[src/rtl/fir_out_requant.sv]
// rtl/fir_out_requant.sv - FIR output requantizer (Q4.18 -> Q2.10) with elastic FIFO
// Stage 1 rounds half-up and saturates; stage 2 buffers samples for a valid/ready consumer.
module fir_out_requant #(
  parameter int IN_W  = 22,
  parameter int OUT_W = 12,
  parameter int SHIFT = 8,
  parameter int DEPTH = 4
) (
  input  logic                     clk,
  input  logic                     rstn,
  input  logic [IN_W-1:0]          in_data,
  input  logic                     in_valid,
  output logic [OUT_W-1:0]         out_data,
  output logic                     out_valid,
  input  logic                     out_ready,
  output logic                     sat_flag,
  input  logic                     sat_clr,
  output logic [7:0]               drop_cnt,
  output logic [$clog2(DEPTH):0]   level
);

  localparam int AW = $clog2(DEPTH);
  localparam int RW = IN_W - SHIFT + 1;

  logic [RW-1:0]       w_round;
  logic [RW-OUT_W:0]   w_hi;
  logic                w_sat;
  logic [OUT_W-1:0]    w_q;
  logic                w_unused;

  // One extra sign bit so the rounding increment can never wrap.
  assign w_round  = {in_data[IN_W-1], in_data[IN_W-1:SHIFT]} + {{(RW-1){1'b0}}, in_data[SHIFT-1]};
  assign w_hi     = w_round[RW-1:OUT_W-1];
  assign w_sat    = ~((&w_hi) | ~(|w_hi));
  assign w_q      = w_sat ? (w_round[RW-1] ? {1'b1, {(OUT_W-1){1'b0}}} : {1'b0, {(OUT_W-1){1'b1}}})
                          : w_round[OUT_W-1:0];
  assign w_unused = ^in_data[SHIFT-2:0];

  logic               r_s_valid;
  logic [OUT_W-1:0]   r_s_data;
  logic               r_sat_flag;

  always_ff @(posedge clk or negedge rstn) begin
    if (!rstn) begin
      r_s_valid  <= 1'b0;
      r_s_data   <= '0;
      r_sat_flag <= 1'b0;
    end else begin
      r_s_valid <= in_valid;
      if (in_valid) r_s_data <= w_q;
      if (in_valid && w_sat) r_sat_flag <= 1'b1;
      else if (sat_clr)      r_sat_flag <= 1'b0;
    end
  end

  logic [OUT_W-1:0]   r_mem [DEPTH];
  logic [AW-1:0]      r_wr_ptr;
  logic [AW-1:0]      r_rd_ptr;
  logic [AW:0]        r_level;
  logic [7:0]         r_drop_cnt;
  logic               w_full;
  logic               w_empty;
  logic               w_pop;
  logic               w_wr;
  logic               w_drop;

  assign w_full  = (r_level == (AW+1)'(DEPTH));
  assign w_empty = (r_level == '0);
  assign w_pop   = ~w_empty & out_ready;
  // A push into a full FIFO still lands when the head leaves on the same edge.
  assign w_wr    = r_s_valid & (~w_full | w_pop);
  assign w_drop  = r_s_valid & w_full & ~w_pop;

  always_ff @(posedge clk or negedge rstn) begin
    if (!rstn) begin
      for (int i = 0; i < DEPTH; i++) r_mem[i] <= '0;
      r_wr_ptr   <= '0;
      r_rd_ptr   <= '0;
      r_level    <= '0;
      r_drop_cnt <= '0;
    end else begin
      if (w_wr) begin
        r_mem[r_wr_ptr] <= r_s_data;
        r_wr_ptr        <= r_wr_ptr + 1'b1;
      end
      if (w_pop) r_rd_ptr <= r_rd_ptr + 1'b1;
      case ({w_wr, w_pop})
        2'b10:   r_level <= r_level + 1'b1;
        2'b01:   r_level <= r_level - 1'b1;
        default: r_level <= r_level;
      endcase
      if (w_drop && (r_drop_cnt != 8'hFF)) r_drop_cnt <= r_drop_cnt + 8'd1;
    end
  end

  assign out_data  = r_mem[r_rd_ptr];
  assign out_valid = ~w_empty;
  assign level     = r_level;
  assign sat_flag  = r_sat_flag;
  assign drop_cnt  = r_drop_cnt;

endmodule

[config.mk]
export PLATFORM = sky130hd
export DESIGN_NAME = fir_out_requant
export DESIGN_NICKNAME = d
export VERILOG_FILES = /design/src/rtl/fir_out_requant.sv
export SDC_FILE = /design/constraint.sdc
export NUM_CORES = 1
export LEC_CHECK = 0
export BUFFER_PORTS_ARGS = -buffer_cell sky130_fd_sc_hd__buf_2
export CORE_MARGIN = 2
export CORE_UTILIZATION = 30
export CTS_BUF_LIST = sky130_fd_sc_hd__clkbuf_8 sky130_fd_sc_hd__clkbuf_16
export DETAILED_ROUTE_END_ITERATION = 7
export GPL_ROUTABILITY_DRIVEN = 0
export MAX_ROUTING_LAYER = met4
export PLACE_DENSITY = 0.43
export SYNTH_ARGS = -nofsm -noshare
export SYNTH_HDL_FRONTEND = slang
export SYNTH_SLANG_ARGS = --single-unit
[constraint.sdc]
create_clock -name clk -period 3.2 [get_ports clk]
set_clock_uncertainty 0.2 [all_clocks]
set_input_delay 0.48 -clock clk [delete_from_list [all_inputs] [get_ports clk]]
set_output_delay 0.48 -clock clk [all_outputs]
set_load 0.03 [all_outputs]
==> metrics.md <==
| Metric | Value |
|---|---|
| Status | finished clean |
| Die height | 115.2 um |
| Compound-Gate Fraction of Synth Area | 5.162% |
| Post-synth ARST share | 100.0% |
| WL final | 7679 um |
| CTS Root Cell | clkbuf_16 |
| Gate power share | 39.9% |
| Count of input and output buffers | 44 |
| Initial antenna violation count | 0 |
| Hold Violations, Final | 0 |
| Pin count of the biggest net entering global routing | 78 |
| FMAX | 395.2 MHz |
| Main synth FF type | dfrtp_1 |
| DR WL/cell | 15.42 um |
| Min-delay worst type | in2async |
| Largest family of logic cells by synthesized area | multiplexers |
| Worst-Margin Slew | 977.9 ps |
| Nets | 361 |
| Synth Instances | 277 |
| DRT Pass-1 Iters | 4 |
| Starting Density | 30.75% |
| Num rows | 40 |
| Simple-gate share of the synthesized area | 9.413% |
| Ys Warns | 0 |
| Io pins | 52 |
| Seq cells post-synth | 77 |
| Deepest clock path buffer count | 2 |
| Startpoint types | flip-flop |
| H-tree depth | 3 |
| Reg2reg setup slack | 670 ps |
| Setup TNS | 0 ps |
| Hpwl dp | 5167 um |
| N_diodes | 0 |
| Sequential share of the synthesized area | 51.96% |
| Post-CTS Setup Repair Bufs | 0 |
| Dpl ws | 377.8 ps |
| Die Wd | 115.2 um |
| Final setup viols | 0 |
| Post-synthesis mux area share | 22.54% |
| Max capacitance violation total | 0 |
| Vias in the first global route | 2412 |
| Register clock-pin slew on the reported worst setup and hold paths | 60 ps |
| CP endpoint kind | flip-flop |
| Synth-to-Final Area Change | 17.91% |
| Slew Limit Fails | 0 |
| WP data arrival | 2590 ps |
| Hold Buf Count CTS | 0 |
| Layout fillers | 1196 |
| Adder-cell share of the synthesized area | 3.239% |
| Total power | 0.004111 W |
| TritonCTS clock tree | built |
| Post-route clock period utilization | 79.08% |
| Core Region | 12060 um2 |
| Worst setup margin | 669.4 ps |
| Syn_nets | 313 |
| Total GRT Usage | 13.39% |
| Critical Path Fanout Max | 8 |
| Sequential share of power | 38.9% |
| Vias | 2326 |
| Post-cts gate resize count | 0 |
| Clock power frac | 21.2% |
| Die area | 13270 um2 |
| WP data required | 3260 ps |
| First-pass GRT wire length | 13100 um |
| Share of layout cells above drive strength 1 | 37.58% |
| P_leak | 1.980 nW |
| Final min period | 2531 ps |
| GRT Residual Overflow | 0 |
| CTS sink cnt | 77 |
| Slew margin rel. | 34.80% |
| EDFF count, synth | 0 |
| DRT iter0 DRCs | 85 |
| Unique masters post-synth | 42 |
| Routed vias/inst | 4.671 |
| Net Sw Power | 0.001478 W |
| Critical path type | reg2reg |
| RSZ-0062 raised after global routing | false |
| Worst-Skew Late Latency | 330 ps |
| CTS Buf Count | 9 |
| Ratio of total power to cell area | 940.1 nW/um2 |
| Net Sw Frac | 35.96% |
| Total internal power | 0.002633 W |
| Avg Cell Area, Syn | 13.39 um2 |
| Post-route ant nets | 0 |
| Maximum VDD drop | 0.0002668 V |
| Mapped Area | 3709 um2 |
| Post-route DRC | 0 |
| XOR/XNOR Fraction of Synth Area | 4.960% |
## synth_stat cells (2+ instances only)
cell type   n  area share [%]
nor2_1      8            0.81
clkbuf_1    4            0.40
xnor2_1    14             3.3
nor3_1      4            0.54
a21oi_1     2            0.27
mux4_2     12             7.3
o21ai_0     2            0.27
a221o_1     4             1.1
buf_2       6            0.81
mux2_2     45              14
dfrtp_1    77              52
nand4_1     3            0.51
a311o_1     7             1.9
nor2b_1     8             1.3
nand3_2     2            0.54
or3_1       3            0.51
xor2_1      7             1.7
nand3_1     6            0.81
nand2_1    18             1.8
ha_1        8             2.7
inv_1      11             1.1
nor4_1      2            0.34
mux2_1      3            0.91
and2_1      2            0.34
nand4_2     2            0.67
## power groups by stage
stage          Combinational, W  Clock (W)  Sequential, W
3_3_place_gp            0.00165          0        0.00161
4_1_cts                 0.00168   0.000910        0.00160
2_1_floorplan           0.00124          0        0.00159
5_1_grt                 0.00179   0.000957        0.00165
6_report                0.00164   0.000871        0.00160
3_5_place_dp            0.00167          0        0.00161
## metal layers
metal	part of all wire, %	vias up	global-route usage (%)
li1	-	1099	-
met5	0	-	-
met3	3.2	10	2.688
met4	1.8	0	5.622
met2	45	42	19.25
met1	50	1175	18.42
## area by class of cell
type                            instances  area (um2)  area share (%)
Clock buffer                            9       225.2           5.150
Clock inverter                          7       28.78          0.6581
Inverter                               11       41.29          0.9442
Multi-Input combinational cell        177        1680           38.43
Sequential cell                        77        1927           44.06
Tap cell                              168       210.2           4.807
Timing Repair Buffer                   49       260.3           5.951
## kinds of logic (layout without fill, tap and decap cells)
kind of cell,after synthesis,in the layout
buffers and inverters,23,76
and+or+nand+nor,63,63
AOI/OAI and AO/OA,22,22
muxes,62,62
DFF,77,77
xor gates and xnor gates,21,21
adders and majority gates,9,9
## path summary, 6_finish.rpt
check	from	endpoint	cells after the start
worst max-delay path	level[0]	level[2]	9
worst min-delay path	rstn	r_mem[12]	1
worst max register to register	level[0]	level[2]	9
worst min register to register	r_mem[17]	r_mem[17]	1
max in group asynchronous	rstn	r_mem[7]	1
min in group clk	sat_clr	sat_flag	2
## sequential cells by signal, indices dropped and copies added, names as in the netlist
name / count
r_mem: 48
r_s_data: 12
drop_cnt: 8
level: 3
r_rd_ptr: 2
r_wr_ptr: 2
r_s_valid: 1
sat_flag: 1
## cells in the final DEF (no fill, tap or decap), types with 2 or more instances in the layout
cell       Yosys  final
and2_1         2      2
a311o_1        7      7
mux4_2        12     12
nand4_2        2      2
nor3_1         4      4
or3_1          3      3
clkbuf_16      0      9
xor2_1         7      7
nand2_1       18     18
a221o_1        4      4
mux2_1         3      3
o21ai_0        2      2
nor2b_1        8      8
mux2_2        45     45
clkinv_2       0      2
xnor2_1       14     14
nand4_1        3      3
nor2_1         8      8
a21oi_1        2      2
nor4_1         2      2
buf_2          6     43
nand3_2        2      2
buf_4          0      6
nand3_1        6      6
dfrtp_1       77     77
ha_1           8      8
inv_1         11     16
## metrics by stage
| stage | utilization [%] | hold WS (ps) | cell area (um2) | instances |
|---|---|---|---|---|
| after floorplan | - | -15.59 | 3709 | 277 |
| after global placement | 34.15 | 272.2 | 4119 | 482 |
| after detailed placement | 34.15 | 279.8 | 4119 | 482 |
| after CTS | 36.26 | 128.8 | 4373 | 498 |
| after global routing | 36.26 | 131.1 | 4373 | 498 |
| final | 36.26 | 104.1 | 4373 | 498 |
## worst max-delay path: stages (launching register included)
cell,delay [ps]
dfrtp_1,420
nor4b_1,490
nor2b_1,240
inv_1,100
ha_1,170
inv_1,60
fa_1,370
xor2_1,150
nor2_1,110
xor2_1,140
Power figures use the tool's default switching activity.
